## src/rtl/universal_shift_reg_burst_pkg.sv

```systemverilog
// Shared op-select codes and burst FSM state encoding for the universal shift register.
package universal_shift_reg_burst_pkg;

  localparam logic [2:0] MODE_HOLD  = 3'd0;
  localparam logic [2:0] MODE_SHR   = 3'd1;
  localparam logic [2:0] MODE_SHL   = 3'd2;
  localparam logic [2:0] MODE_LOAD  = 3'd3;
  localparam logic [2:0] MODE_ROR   = 3'd4;
  localparam logic [2:0] MODE_ROL   = 3'd5;
  localparam logic [2:0] MODE_ASR   = 3'd6;
  localparam logic [2:0] MODE_BURST = 3'd7;

  typedef enum logic {
    ST_IDLE  = 1'b0,
    ST_BURST = 1'b1
  } state_t;

endpackage

```

## src/rtl/universal_shift_reg_burst_ctrl.sv

```systemverilog
// Burst sequencer: accepts a burst request, counts shifts down and raises a one-cycle done pulse.
module universal_shift_reg_burst_ctrl
  import universal_shift_reg_burst_pkg::*;
#(
  parameter int AMT_W = 4
) (
  input  logic             clk,
  input  logic             rst,
  input  logic             start,
  input  logic [AMT_W-1:0] amt,
  input  logic             dir_in,
  output logic             shift_en,
  output logic             dir,
  output logic             busy,
  output logic             done
);

  state_t           state_q, state_d;
  logic [AMT_W-1:0] cnt_q;
  logic             dir_q;
  logic             done_q;

  always_ff @(posedge clk) begin
    if (rst) state_q <= ST_IDLE;
    else     state_q <= state_d;
  end

  always_comb begin
    state_d = state_q;
    case (state_q)
      ST_IDLE:  if (start && amt != '0)       state_d = ST_BURST;
      ST_BURST: if (cnt_q == AMT_W'(1))       state_d = ST_IDLE;
      default:                                state_d = ST_IDLE;
    endcase
  end

  // A zero-length request completes immediately without ever entering BURST.
  always_ff @(posedge clk) begin
    if (rst) begin
      cnt_q  <= '0;
      dir_q  <= 1'b0;
      done_q <= 1'b0;
    end else begin
      done_q <= 1'b0;
      case (state_q)
        ST_IDLE: begin
          if (start) begin
            if (amt != '0) begin
              cnt_q <= amt;
              dir_q <= dir_in;
            end else begin
              done_q <= 1'b1;
            end
          end
        end
        ST_BURST: begin
          cnt_q <= cnt_q - AMT_W'(1);
          if (cnt_q == AMT_W'(1)) done_q <= 1'b1;
        end
        default: ;
      endcase
    end
  end

  always_comb begin
    shift_en = (state_q == ST_BURST);
    busy     = (state_q == ST_BURST);
    dir      = dir_q;
    done     = done_q;
  end

endmodule

```

## src/rtl/universal_shift_reg_burst.sv

```systemverilog
// Universal shift register: single-cycle shift/rotate/load ops plus a sequenced multi-cycle burst shift.
module universal_shift_reg_burst
  import universal_shift_reg_burst_pkg::*;
#(
  parameter int WIDTH = 8,
  parameter int AMT_W = 4
) (
  input  logic             clk,
  input  logic             rst,
  input  logic [2:0]       mode,
  input  logic [WIDTH-1:0] data_in,
  input  logic             msb_in,
  input  logic             lsb_in,
  input  logic             burst_dir,
  input  logic [AMT_W-1:0] burst_amt,
  output logic [WIDTH-1:0] data_out,
  output logic             msb_out,
  output logic             lsb_out,
  output logic             busy,
  output logic             done
);

  function automatic logic [WIDTH-1:0] asr1(input logic [WIDTH-1:0] d);
    logic signed [WIDTH-1:0] s;
    s = d;
    return s >>> 1;
  endfunction

  logic             shift_en;
  logic             shift_dir;
  logic [WIDTH-1:0] data_p0;
  logic [WIDTH-1:0] data_p1;

  universal_shift_reg_burst_ctrl #(.AMT_W(AMT_W)) u_ctrl (
    .clk      (clk),
    .rst      (rst),
    .start    (mode == MODE_BURST),
    .amt      (burst_amt),
    .dir_in   (burst_dir),
    .shift_en (shift_en),
    .dir      (shift_dir),
    .busy     (busy),
    .done     (done)
  );

  // Stage p0: next-value mux; mode is ignored whenever a burst owns the register.
  always_comb begin
    data_p0 = data_p1;
    if (shift_en) begin
      data_p0 = shift_dir ? {data_p1[WIDTH-2:0], lsb_in} : {msb_in, data_p1[WIDTH-1:1]};
    end else if (!busy) begin
      case (mode)
        MODE_HOLD:  data_p0 = data_p1;
        MODE_SHR:   data_p0 = {msb_in, data_p1[WIDTH-1:1]};
        MODE_SHL:   data_p0 = {data_p1[WIDTH-2:0], lsb_in};
        MODE_LOAD:  data_p0 = data_in;
        MODE_ROR:   data_p0 = {data_p1[0], data_p1[WIDTH-1:1]};
        MODE_ROL:   data_p0 = {data_p1[WIDTH-2:0], data_p1[WIDTH-1]};
        MODE_ASR:   data_p0 = asr1(data_p1);
        MODE_BURST: data_p0 = data_p1;
      endcase
    end
  end

  // Stage p1: register contents.
  always_ff @(posedge clk) begin
    if (rst) data_p1 <= '0;
    else     data_p1 <= data_p0;
  end

  assign data_out = data_p1;
  assign msb_out  = data_p1[WIDTH-1];
  assign lsb_out  = data_p1[0];

endmodule

```

## config.mk

```make
export PLATFORM = sky130hd
export DESIGN_NAME = universal_shift_reg_burst
export DESIGN_NICKNAME = d
export VERILOG_FILES = /design/src/rtl/universal_shift_reg_burst_pkg.sv /design/src/rtl/universal_shift_reg_burst_ctrl.sv /design/src/rtl/universal_shift_reg_burst.sv
export SDC_FILE = /design/constraint.sdc
export NUM_CORES = 1
export LEC_CHECK = 0
export BUFFER_PORTS_ARGS = -buffer_cell sky130_fd_sc_hd__buf_2
export CORE_MARGIN = 4
export CORE_UTILIZATION = 35
export DETAILED_ROUTE_END_ITERATION = 7
export MAX_ROUTING_LAYER = met4
export PLACE_DENSITY = 0.64
export SETUP_SLACK_MARGIN = 0.15
export SYNTH_ARGS = -nofsm -noshare
export SYNTH_HDL_FRONTEND = slang
export SYNTH_SLANG_ARGS = --single-unit
```

## constraint.sdc

```tcl
create_clock -name clk -period 1.57 [get_ports clk]
set_input_delay 0.314 -clock clk [delete_from_list [all_inputs] [get_ports clk]]
set_output_delay 0.314 -clock clk [all_outputs]
set_load 0.03 [all_outputs]
```

---- Word-level counts from Yosys, hierarchy flattened ----
Index checks and enable logic that the tools add are counted.
word-level totals
  register bits after elaboration ......... 15
  bits in latches ......................... 0
  RAM bits ................................ 0
  memory bits (read-only) ................. 0
  memories ................................ 0
cells by class
  add/subtract/negate cells ............... 1
  multiply operators ...................... 0
  divide/modulo/power cells ............... 0
  magnitude comparators ................... 0
  equal/unequal tests ..................... 12
  shift-type cells ........................ 0
  muxes and demuxes ....................... 13
  bitwise logic cells ..................... 1
  reduce and logical (&&, ||, !) cells .... 7
operator list
  cell                                                                    number
  8-bit one-hot mux with 6 select lines                                   1
  8-bit 2-to-1 mux                                                        2
  3-bit equality test (second input constant)                             4
  4-bit 2-to-1 mux                                                        2
  2-bit by 1-bit != test with 1-bit output (second input constant)        4
  4-bit one-hot mux with 2 select lines                                   1
  3-bit by 2-bit equality test with 1-bit output (second input constant)  2
  1-bit 2-to-1 mux                                                        5
  4-bit by 1-bit equality test with 1-bit output (second input constant)  1
  1-bit one-hot mux with 2 select lines                                   2
  2-bit AND reduction                                                     2
  4-bit nonzero test                                                      1
  4-bit by 1-bit subtractor with 4-bit output (second input constant)     1
  3-bit by 1-bit equality test with 1-bit output (second input constant)  1
  3-bit zero test                                                         1
  3-bit AND reduction                                                     1
  2-bit OR reduction                                                      1
  1-bit logical AND                                                       1
  1-bit inverter                                                          1

---- Depth between registers and ports, before layout ----
Gate-level depths: netlist of run 1.
  depth after elaboration ................. 4
  depth in mapped cells ................... 6
  gate-level depth less buffers ........... 6

---- Hierarchy ----
A second synthesis of run 1 with hierarchy kept.
unflattened totals
  cell total of the unflattened synthesis .. 123
  area total of the unflattened synthesis .. 1099.8 µm²
by module, submodules not included
  module                          instances  cells each  area an instance (µm²)  sequential area each (µm²)
  universal_shift_reg_burst       1          80          703.2                   160.2
  universal_shift_reg_burst_ctrl  1          43          396.6                   140.1

---- Least setup slack after synthesis of run 1 ----
No wires, ideal clock.
  path type ............................... register to register
  from .................................... reg u_ctrl.state_q (netlist: u_ctrl.busy)
  to ...................................... reg u_ctrl.done_q (netlist: u_ctrl.done)
  setup time .............................. 65 ps
  data arrival time ....................... 1390 ps
  slack ................................... 115 ps
  cell stages (with the launch flop) ...... 7
  path through ............................ dfxtp_1 > buf_2 > clkbuf_1 > nand2_1 > nor3_1 > a31oi_1 > nor2_1
on the way
  word-level cells in the longest chain between the ends .. 2
RTL lines
  what                                       RTL line                              source
  start, declared                            universal_shift_reg_burst_ctrl.sv:18  state_t state_q, state_d;
  start signal, assigned                     universal_shift_reg_burst_ctrl.sv:25  else state_q <= state_d;
  1-bit inverter                             universal_shift_reg_burst_ctrl.sv:45  case (state_q)
  1-bit one-hot mux with 2 select lines (*)  universal_shift_reg_burst_ctrl.sv:45
  end signal, assigned                       universal_shift_reg_burst_ctrl.sv:42  done_q <= 1'b0;
  end signal, assigned                       universal_shift_reg_burst_ctrl.sv:44  done_q <= 1'b0;
  end signal, assigned                       universal_shift_reg_burst_ctrl.sv:52  done_q <= 1'b1;
  end, declared                              universal_shift_reg_burst_ctrl.sv:21  logic done_q;
Every way passes the cells marked *; elsewhere a longest branch is shown, timed or not.
A chain may end at the register's enable or synchronous reset.

---- Final worst setup path of run 1 ----
  from .................................... reg u_ctrl.state_q (netlist: u_ctrl.busy)
  to ...................................... out busy
RTL lines
  what           RTL line                         source
  end, declared  universal_shift_reg_burst.sv:19  output logic busy,
No word-level cell between the ends.

==> results.md, run 1 <==
- Site row count: 20
- Final Cell Area: 0.001366 mm2
- Dpl cells: 198
- Most common cell in the netlist: dfxtp_1
- Maxcap violations: 0
- Hold-critical path endpoint: u_ctrl.dir$_SDFFE_PP0P_
- Crit path arrival time: 1020 ps
- First-pass GRT wire length: 4905 um
- Hold Crit Class: input pin to register
- Die Y: 64.15 um
- RR Startpoint: u_ctrl.busy$_SDFF_PP0_
- I/O pin count: 32
- Synth top area share: 27.21%
- Post-synth top area cell: dfxtp_1
- Gr usage total: between 10% and 20%
- Non-Filler Instances: 203
- Yosys cell types: 35
- Tightest Pin Transition: roughly 400 ps
- Critical path startpoint category: register
- Outcome: completed
- RSZ-0062 raised after global routing: no
- Fin. max-slew vios: 0
- Max_slew headroom: 73.20%
- Total CTS buffers: 3
- Buf+Inv Stages, Crit Path: 2
- Placed inst area: 0.001325 mm2
- Post-Route Setup TNS: 0 ps
- Crit-path max FO: 9
- Synth Register Bits: 15
- Nets@finish: about 180
- Starting Density: 36.45%
- Syn avg cell area: 8.758 um2
- Post-route minimum period: 1339 ps
- Vias: 1125
- Share of cells above drive strength 1: 32.70%
- Core ar.: 0.003028 mm2
- Slowest stage delay, CP: 380 ps
- Period utilization: 85.26%
- Chip width: 64.15 um
- Top cells by count, synth: dfxtp_1, a221oi_1, mux2i_1
- Routed length per placed instance: 14.23 um
- Post-route DRC violation count: 0
- Worst vdd ir: a little under 0.5 mV
- Drt pass-1 iters: 4
- CTS tree: yes
- Sequential share of the synthesized area: between 20% and 30%
- Power Density: 750.5 mW/mm2
- Crit path max-delay family: flip-flops
- Worst R2R End: data_out[2]$_SDFFE_PP0P_
- Synth Net Count: around 150
- EDFF count, synth: 0
- Htree depth: 1
- WHS: 262.6 ps
- DRT antenna net count: 0
- Setup violations, final: 0
- Crit path kind: register to output pin
- CP max stage cell: dfxtp_4
- Hold path depth: 3
- Largest net degree at the start of global routing: 22
- FF-to-FF path depth: 5
- Synth Cell Area: around 0.0011 mm2
- Vias per cell: 5.542
- Ys flop type: dfxtp_1
- Grt ovf: 0
- Diode count: 0
- Placer congestion estimate: between 0.8 and 0.9
- Crit path cell chain: buf_4 -> clkbuf_4
- Layout fillers: 307
- Clock Pin Slew Worst Setup and Hold Paths: roughly 90 ps
- Post-DP HPWL: 2173 um
- Iteration-0 DRC Markers: 96
- Total clock sinks: 15
- Fmax: 0.7471 GHz
- Worst Setup End Kind: output pin
- Initial antenna violation count: 0
- Syn. warnings: 0
- Fin. Hold Viols: 0
- Max Clock Skew: 5.641 ps
- Ys async rst share: 0%
- Synth Instances: 126
- Final wirelength: about 2900 um
- Top area cells in the synthesized netlist: dfxtp_1, a221oi_1, mux2i_1, a211oi_1, a21o_1
- Number of global-route vias before repair: 1093
- Clock Latency Late Sink: 280 ps
- DIE AREA: 0.004115 mm2
- Reg2Reg Setup Slack: between 300 and 400 ps
- Hold path startpoint: burst_dir
- CP required: 1260 ps
- IO buf count: 31
- Clock root cell: clkbuf_4
- Longest Clk Path Bufs: 2
- Layout area overhead: 23.81%
- Leak Pwr: 0.6045 nW
[cells in the final DEF, fill, tap and decap left out, drive strengths merged, types with 5 or more instances in the layout]
cell	count
nand3b	6
dfxtp	15
a21oi	6
a211o	6
a211oi	7
a221oi	11
a21o	7
mux2i	9
buf	41
o21ai	8
inv	5
[sequential cells by signal, summed over array words and instances (netlist names)]
register and count:
u_ctrl.dir 1, u_ctrl.done 1, data_out 8, u_ctrl.busy 1, u_ctrl.cnt_q 4
[tightest hold or removal path: stages]
cell     delay (ps)
buf_2            70
mux2i_1          50
nor2_1           70
[layout make-up]
class / count / area (um2) / share of cell area (%)
inverter: 5 / 18.77 / 1.374
clock inverter: 1 / 5.005 / 0.3663
tap: 44 / 55.05 / 4.029
multi-input combinational: 93 / 720.7 / 52.75
timing repair buffer: 42 / 240.2 / 17.58
sequential: 15 / 304.0 / 22.25
clock buffer: 3 / 22.52 / 1.648
[where the power goes]
part           leakage, nW  switching [mW]  internal, mW
registers            0.124          0.0447         0.411
logic                0.463           0.190         0.155
clock network       0.0177           0.131        0.0946
total                0.605           0.365         0.660
[logic make-up after synthesis]
logic type,share of synthesized area (%)
AO/OA/AOI/OAI,36.51
AND/OR/NAND/NOR,15.76
buffers and inverters,7.483
flip-flops,27.21
multiplexers,9.184
XOR/XNOR,1.588
adder cells (fa/ha/maj),2.267
[metal layers]
layer | share of wire, % | GRT usage, % | vias up
met1 | 45 | 18.82 | 534
met4 | 0.38 | 5.541 | 0
li1 | - | - | 551
met2 | 47 | 23.61 | 38
met3 | 7.7 | 3.163 | 2
met5 | 0 | - | -
[worst max-delay path by stage]
stage	cells after the start	endpoint	from	slack, ps
finish	2	busy	u_ctrl.busy$_SDFF_PP0_	230
floorplan	5	data_out[3]$_SDFFE_PP0P_	mode[1]	150
detailed placement	5	data_out[0]$_SDFFE_PP0P_	mode[1]	30
global placement	5	data_out[0]$_SDFFE_PP0P_	mode[1]	60
CTS	2	busy	u_ctrl.busy$_SDFF_PP0_	160
global route	2	busy	u_ctrl.busy$_SDFF_PP0_	180
[metrics by stage]
stage	power (mW)	setup WS (ps)	utilization [%]
finish	1.025	231.5	45.12
global route	1.098	182.8	45.12
CTS	1.039	162.3	44.79
detailed placement	0.8073	28.76	43.76
global placement	0.7989	60.11	43.76
floorplan	0.7069	146.2	-
[timing repair]
action / 4_1_cts / 5_1_grt
endpoints found under the setup margin: 1 / 1
hold buffers: 0 / 0
buffers inserted: 0 / 1
resized for setup: 2 / 1
endpoints found under the hold margin: 0 / 0
Power figures use the tool's default switching activity.
==> run 2, diff against run 1 <==
CORE_MARGIN = 2   (was 4)
CORE_UTILIZATION = 47   (was 35)
PLACE_DENSITY = 0.79   (was 0.64)
==> results.md, run 2 (same netlist as run 1, synthesis figures left out) <==
- Place WS: 2.814 ps (was 28.76 ps)
- Worst Setup End Kind: output pin (unchanged)
- Reg2Reg Setup Slack: 340 ps (was 360 ps)
- Final wirelength: 2828 um (was 2888 um)
- Period utilization: 86.06% (was 85.26%)
- Die Y: 52.46 um (was 64.15 um)
- CP max stage cell: dfxtp_1 (was dfxtp_4)
- Worst R2R End: u_ctrl.done$_SDFF_PP0_ (was data_out[2]$_SDFFE_PP0P_)
- DRT antenna net count: 0 (unchanged)
- Post-route DRC violation count: 0 (unchanged)
- Fin. Hold Viols: 0 (unchanged)
- Hold Crit Class: input pin to register (unchanged)
- I/O pin count: 32 (unchanged)
- Clock share of power: 23.5% (was 22.0%)
- Crit path cell chain: buf_2 (was buf_4 -> clkbuf_4)
- Post-route minimum period: 1351 ps (was 1339 ps)
- Power Density: 782.5 mW/mm2 (was 750.5 mW/mm2)
- Clock Latency Late Sink: 300 ps (was 280 ps)
- Initial antenna violation count: 0 (unchanged)
- Drt pass-1 iters: 4 (unchanged)
- Setup Buffers After CTS: 0 (unchanged)
- Comb power frac: 32.2% (was 33.6%)
- Gr usage total: 23.16% (was 14.97%)
- Tightest Pin Transition: 385.3 ps (was 399.6 ps)
- Iteration-0 DRC Markers: 28 (was 96)
- Max Clock Skew: 9.819 ps (was 5.641 ps)
- RR Startpoint: u_ctrl.busy$_SDFF_PP0_ (unchanged)
- Buf+Inv Stages, Crit Path: 1 (was 2)
- Number of global-route vias before repair: 992 (was 1093)
- Final Cell Area: 0.001343 mm2 (was 0.001366 mm2)
- Total CTS buffers: 3 (unchanged)
- Share of cells above drive strength 1: 32.48% (was 32.70%)
- CP required: 1260 ps (about the same)
- Max_slew headroom: 74.16% (was 73.20%)
- Largest net degree at the start of global routing: 22 (unchanged)
- Crit path arrival time: 1040 ps (was 1020 ps)
- Setup violations, final: 0 (unchanged)
- FF-to-FF path depth: 5 (unchanged)
- Layout fillers: 203 (was 307)
- Leak Pwr: 0.5958 nW (was 0.6045 nW)
- Post-Route Setup TNS: 0 ps (unchanged)
- Commonest non-fill, non-tap cell in the layout: buf_2 (unchanged)
- Nets@finish: 180 (was 182)
- Crit path capture: data_out[5] (was busy)
- Placed inst area: 0.001310 mm2 (was 0.001325 mm2)
- IO buf count: 31 (unchanged)
- Vias: 1155 (was 1125)
- Clock root cell: clkbuf_4 (unchanged)
- Placer congestion estimate: 0.8576 (was 0.8622)
- Crit path kind: register to output pin (unchanged)
- Max reg flops: 8 (unchanged)
- Critical path startpoint category: register (unchanged)
- Footprint of the multi-input gates: 720.7 um2 (unchanged)
- Longest Clk Path Bufs: 2 (unchanged)
- Outcome: completed (unchanged)
- First-pass GRT wire length: 4712 um (was 4905 um)
- Dpl cells: 181 (was 198)
- Final Core Density: 60.69% (was 45.12%)
- Sw frac: 36.87% (was 35.62%)
- Crit path max-delay family: flip-flops (unchanged)
- Seq pwr share: 44.3% (was 44.4%)
- Clock Pin Slew Worst Setup and Hold Paths: 110 ps (was 90 ps)
- Starting Density: 49.89% (was 36.45%)
- Grt ovf: 0 (unchanged)
- DIE AREA: 0.002752 mm2 (was 0.004115 mm2)
- Post-DP HPWL: 2093 um (was 2173 um)
- Slowest stage delay, CP: 490 ps (was 380 ps)
- Fin. max-slew vios: 0 (unchanged)
- Fmax: 0.7401 GHz (was 0.7471 GHz)
- Most frequent cells in the layout: buf_2, dfxtp_1, a221oi_1 (was buf_2, dfxtp_1, a221oi_1, buf_4, mux2i_1)
- Worst setup path start: data_out[5]$_SDFFE_PP0P_ (was u_ctrl.busy$_SDFF_PP0_)
- Layout area overhead: 21.66% (was 23.81%)
- Vias per cell: 6.243 (was 5.542)
- RSZ-0062 raised after global routing: no (unchanged)
- Htree depth: 1 (unchanged)
- CTS tree: yes (unchanged)
- Routed length per placed instance: 15.29 um (was 14.23 um)
- Internal power: 663.2 uW (was 660.2 uW)
- Crit-path max FO: 7 (was 9)
- Core ar.: 0.002212 mm2 (was 0.003028 mm2)
- Diode count: 0 (unchanged)
- Maxcap violations: 0 (unchanged)
- Stages on the worst setup path: 1 (was 2)
- FF+latch area: 302.8 um2 (was 304.0 um2)
- Worst vdd ir: 0.5252 mV (was 0.4882 mV)
- Sw Pwr: 387.4 uW (was 365.3 uW)
- Total clock sinks: 15 (unchanged)
- Chip width: 52.46 um (was 64.15 um)
- Fin worst setup slack: 218.9 ps (was 231.5 ps)
- Non-Filler Instances: 185 (was 203)
- Site row count: 17 (was 20)
-- run 2: cell types whose count changed in the layout (fill, tap and decap cells not counted) --
cell and delta:
dfxtp_1 -1, dfxtp_4 -1, buf_12 +1, dfxtp_2 +2, buf_4 -3, clkinvlp_4 +1, buf_2 +1, clkinv_2 -1
clkbuf_4 -1
-- run 2: how the worst min path moves through the flow --
stage                                       startpoint                      endpoint  cells past startpoint
final                                        burst_dir       u_ctrl.dir$_SDFFE_PP0P_                      3
after global routing                         burst_dir       u_ctrl.dir$_SDFFE_PP0P_                      3
after CTS                                    burst_dir       u_ctrl.dir$_SDFFE_PP0P_                      3
after detailed placement      data_out[3]$_SDFFE_PP0P_      data_out[3]$_SDFFE_PP0P_                      2
after global placement    u_ctrl.cnt_q[0]$_SDFFE_PP0P_  u_ctrl.cnt_q[0]$_SDFFE_PP0P_                      1
after floorplan                              burst_dir       u_ctrl.dir$_SDFFE_PP0P_                      2
-- run 2: through the flow --
step                power, mW  hold WS, ps
detailed placement     0.8094        547.9
finish                  1.051        251.2
CTS                     1.053        252.9
floorplan              0.7069        461.2
global route            1.114        253.3
global placement       0.7991        528.9
-- run 2: cell type report --
| type | instances | area share (%) |
|---|---|---|
| well taps | 28 | 2.610 |
| inverters | 5 | 1.398 |
| clock buffers | 3 | 1.678 |
| multi-input cells | 93 | 53.68 |
| clock inverters | 1 | 0.5592 |
| repair buffers | 40 | 17.52 |
| flip-flops and latches | 15 | 22.55 |
-- run 2: metal layers --
layer / GRT usage [%] / share of wire, %
met3: 2.857 / 6.3
met1: 32.22 / 47
met2: 35.00 / 46
met5: - / 0
met4: 7.265 / 1.2
-- run 2: repair_timing --
item                                   4_1_cts  5_1_grt
endpoints found under the hold margin        0        0
gates resized for setup                      1        1
setup endpoints to repair                    1        5
hold buffers                                 0        0
-- run 2: power groups by stage --
stage	Clock [mW]	Combinational, mW	Sequential [mW]
2_1_floorplan	0	0.213	0.494
3_3_place_gp	0	0.330	0.469
3_5_place_dp	0	0.337	0.472
4_1_cts	0.251	0.339	0.463
5_1_grt	0.272	0.371	0.471
6_report	0.247	0.339	0.465
==> run 3, diff against run 2 <==
SYNTH_HIERARCHICAL = 1   (was not set)
==> results.md, run 3 <==
- Fin. max-slew vios: 0 (unchanged)
- Total CTS buffers: 3 (unchanged)
- Power Density: 754.0 mW/mm2 (was 782.5 mW/mm2)
- Final wirelength: 2687 um (was 2828 um)
- Grt ovf: 0 (unchanged)
- Post-synth top area cell: dfxtp_1 (unchanged)
- Synth Cell Area: 0.001100 mm2 (was 0.001104 mm2)
- Synth Instances: 123 (was 126)
- Maxcap violations: 0 (unchanged)
- RSZ-0062 raised after global routing: no (unchanged)
- Post-Route Setup TNS: 0 ps (unchanged)
- WHS: 288.0 ps (was 251.2 ps)
- Clock Pin Slew Worst Setup and Hold Paths: 100 ps (was 110 ps)
- DRT antenna net count: 0 (unchanged)
- Largest net degree at the start of global routing: 12 (was 22)
- Most frequent cells in the layout: buf_2, dfxtp_1, nand2_1 (was buf_2, dfxtp_1, a221oi_1)
- Setup violations, final: 0 (unchanged)
- IO buf count: 31 (unchanged)
- WL met2: 1367 um (was 1293 um)
- CP max stage cell: dfxtp_4 (was dfxtp_1)
- Worst Setup End Kind: output pin (unchanged)
- Top routing layer in use: met4 (unchanged)
- Diode count: 0 (unchanged)
- Post-route DRC violation count: 0 (unchanged)
- Synth Register Bits: 15 (unchanged)
- Gr usage total: 22.15% (was 23.16%)
- I/O pin count: 32 (unchanged)
- Fin worst setup slack: 236.3 ps (was 218.9 ps)
- Hold Crit Class: input pin to register (unchanged)
- DIE AREA: 0.002743 mm2 (was 0.002752 mm2)
- Longest Clk Path Bufs: 2 (unchanged)
- Worst vdd ir: 0.4444 mV (was 0.5252 mV)
- Chip width: 52.38 um (was 52.46 um)
- Period utilization: 84.95% (was 86.06%)
- Max reg flops: 8 (unchanged)
- Non-Filler Instances: 187 (was 185)
- Sequential share of the synthesized area: 27.30% (was 27.21%)
- Top area cells in the synthesized netlist: dfxtp_1, mux2i_1, a32o_1, a221o_1, a21o_1 (was dfxtp_1, a221oi_1, mux2i_1, a211oi_1, a21o_1)
- Site row count: 17 (unchanged)
- Ys flop type: dfxtp_1 (unchanged)
- Routed wl met3: 159 um (was 178 um)
- Slowest stage delay, CP: 380 ps (was 490 ps)
- Layout fillers: 203 (unchanged)
- EDFF count, synth: 0 (unchanged)
- Outcome: completed (unchanged)
- Share of cells above drive strength 1: 33.96% (was 32.48%)
- Die Y: 52.38 um (was 52.46 um)
- Metal-1 WL: 1146 um (was 1323 um)
- Yosys cell types: 41 (was 35)
- Total clock sinks: 15 (unchanged)
- Initial antenna violation count: 0 (unchanged)
- Vias: 1115 (was 1155)
- Htree depth: 1 (unchanged)
- Max Clock Skew: 4.052 ps (was 9.819 ps)
- Post-route minimum period: 1334 ps (was 1351 ps)
- Synth Net Count: 145 (was 148)
- Layout area overhead: 21.62% (was 21.66%)
- CTS tree: yes (unchanged)
- Starting Density: 49.72% (was 49.89%)
- Final Core Density: 60.46% (was 60.69%)
- Syn. warnings: 6 (was 0)
- Crit path kind: register to output pin (unchanged)
- Footprint of the multi-input gates: 706.9 um2 (was 720.7 um2)
- Drt pass-1 iters: 4 (unchanged)
- Core ar.: 0.002212 mm2 (unchanged)
- Crit-path max FO: 9 (was 7)
- FF+latch area: 304.0 um2 (was 302.8 um2)
- Post-DP HPWL: 1974 um (was 2093 um)
- Nets@finish: 182 (was 180)
- Routed length per placed instance: 14.37 um (was 15.29 um)
- Number of buffers added to fix hold violations after cts: 0 (unchanged)
- Crit path cell chain: buf_4 -> clkbuf_4 (was buf_2)
- Placer congestion estimate: 0.7909 (was 0.8576)
- Crit path arrival time: 1020 ps (was 1040 ps)
- Number of global-route vias before repair: 1027 (was 992)
- Vias per cell: 5.963 (was 6.243)
- Most common cell in the netlist: dfxtp_1 (unchanged)
- Max_slew headroom: 64.84% (was 74.16%)
- Place WS: -28.38 ps (was 2.814 ps)
- Fmax: 0.7498 GHz (was 0.7401 GHz)
- CP required: 1260 ps (about the same)
- Critical path startpoint category: register (unchanged)
- Tightest Pin Transition: 527.3 ps (was 385.3 ps)
- Ys async rst share: 0% (unchanged)
- Syn avg cell area: 8.942 um2 (was 8.758 um2)
- Fin. Hold Viols: 0 (unchanged)
- First-pass GRT wire length: 4526 um (was 4712 um)
- Clock Latency Late Sink: 280 ps (was 300 ps)
- Leak Pwr: 0.6068 nW (was 0.5958 nW)
- Iteration-0 DRC Markers: 22 (was 28)
- Clock root cell: clkbuf_4 (unchanged)
- Commonest non-fill, non-tap cell in the layout: buf_2 (unchanged)
- Synth top area share: 27.30% (was 27.21%)
- Top cells by count, synth: dfxtp_1, nand2_1, mux2i_1 (was dfxtp_1, a221oi_1, mux2i_1)
- Dpl cells: 179 (was 181)
## run 3: repair_timing
action,4_1_cts,5_1_grt
resized for setup,1,1
setup buffers,1,3
setup endpoints to repair,1,1
## run 3: layout make-up
type,count,area share [%]
Clock inverter,1,0.3742
Inverter,5,1.403
Tap cell,28,2.619
Multi-Input combinational cell,92,52.85
Clock buffer,3,1.684
Sequential cell,15,22.73
Timing Repair Buffer,43,18.33
## run 3: cells by family after synthesis
group	share of synthesized area, %
XOR/XNOR	0.7965
flip-flops	27.30
AO/OA/AOI/OAI	32.54
multiplexers	10.58
buffers and inverters	8.419
adder cells (fa/ha/maj)	2.275
AND/OR/NAND/NOR	18.09
## run 3: metal layers
layer | track usage (%) | up-vias
met3 | 2.857 | 4
li1 | - | 544
met2 | 39.17 | 42
met4 | 6.838 | 0
met1 | 25.97 | 525
met5 | - | -
## run 3: path summary, 6_finish.rpt
check | start | endpoint | slack (ps) | cells past startpoint
min reg2reg | u_ctrl/cnt_q[1]$_SDFFE_PP0P_ | u_ctrl/cnt_q[1]$_SDFFE_PP0P_ | 490 | 2
max | u_ctrl/busy$_SDFF_PP0_ | busy | 240 | 2
max reg2reg | u_ctrl/busy$_SDFF_PP0_ | data_out[1]$_SDFFE_PP0P_ | 250 | 4
min | burst_dir | u_ctrl/dir$_SDFFE_PP0P_ | 290 | 3
## run 3: critical path: cells and delay by family (launching register included)
| family | cells | cell delay [ps] |
|---|---|---|
| flip-flops | 1 | 380 |
| buffers and inverters | 2 | 360 |
## run 3: stage by stage
step	area, um2	total power, mW
3_3_place_gp	1277	0.7705
4_1_cts	1313	1.013
6_report	1338	1.008
5_1_grt	1338	1.063
2_1_floorplan	1112	0.6911
3_5_place_dp	1277	0.7830
## run 3: report_power, final
group          total (mW)  switching [mW]  internal (mW)
sequential          0.454          0.0441          0.410
clock               0.225           0.131         0.0944
combinational       0.329           0.180          0.149
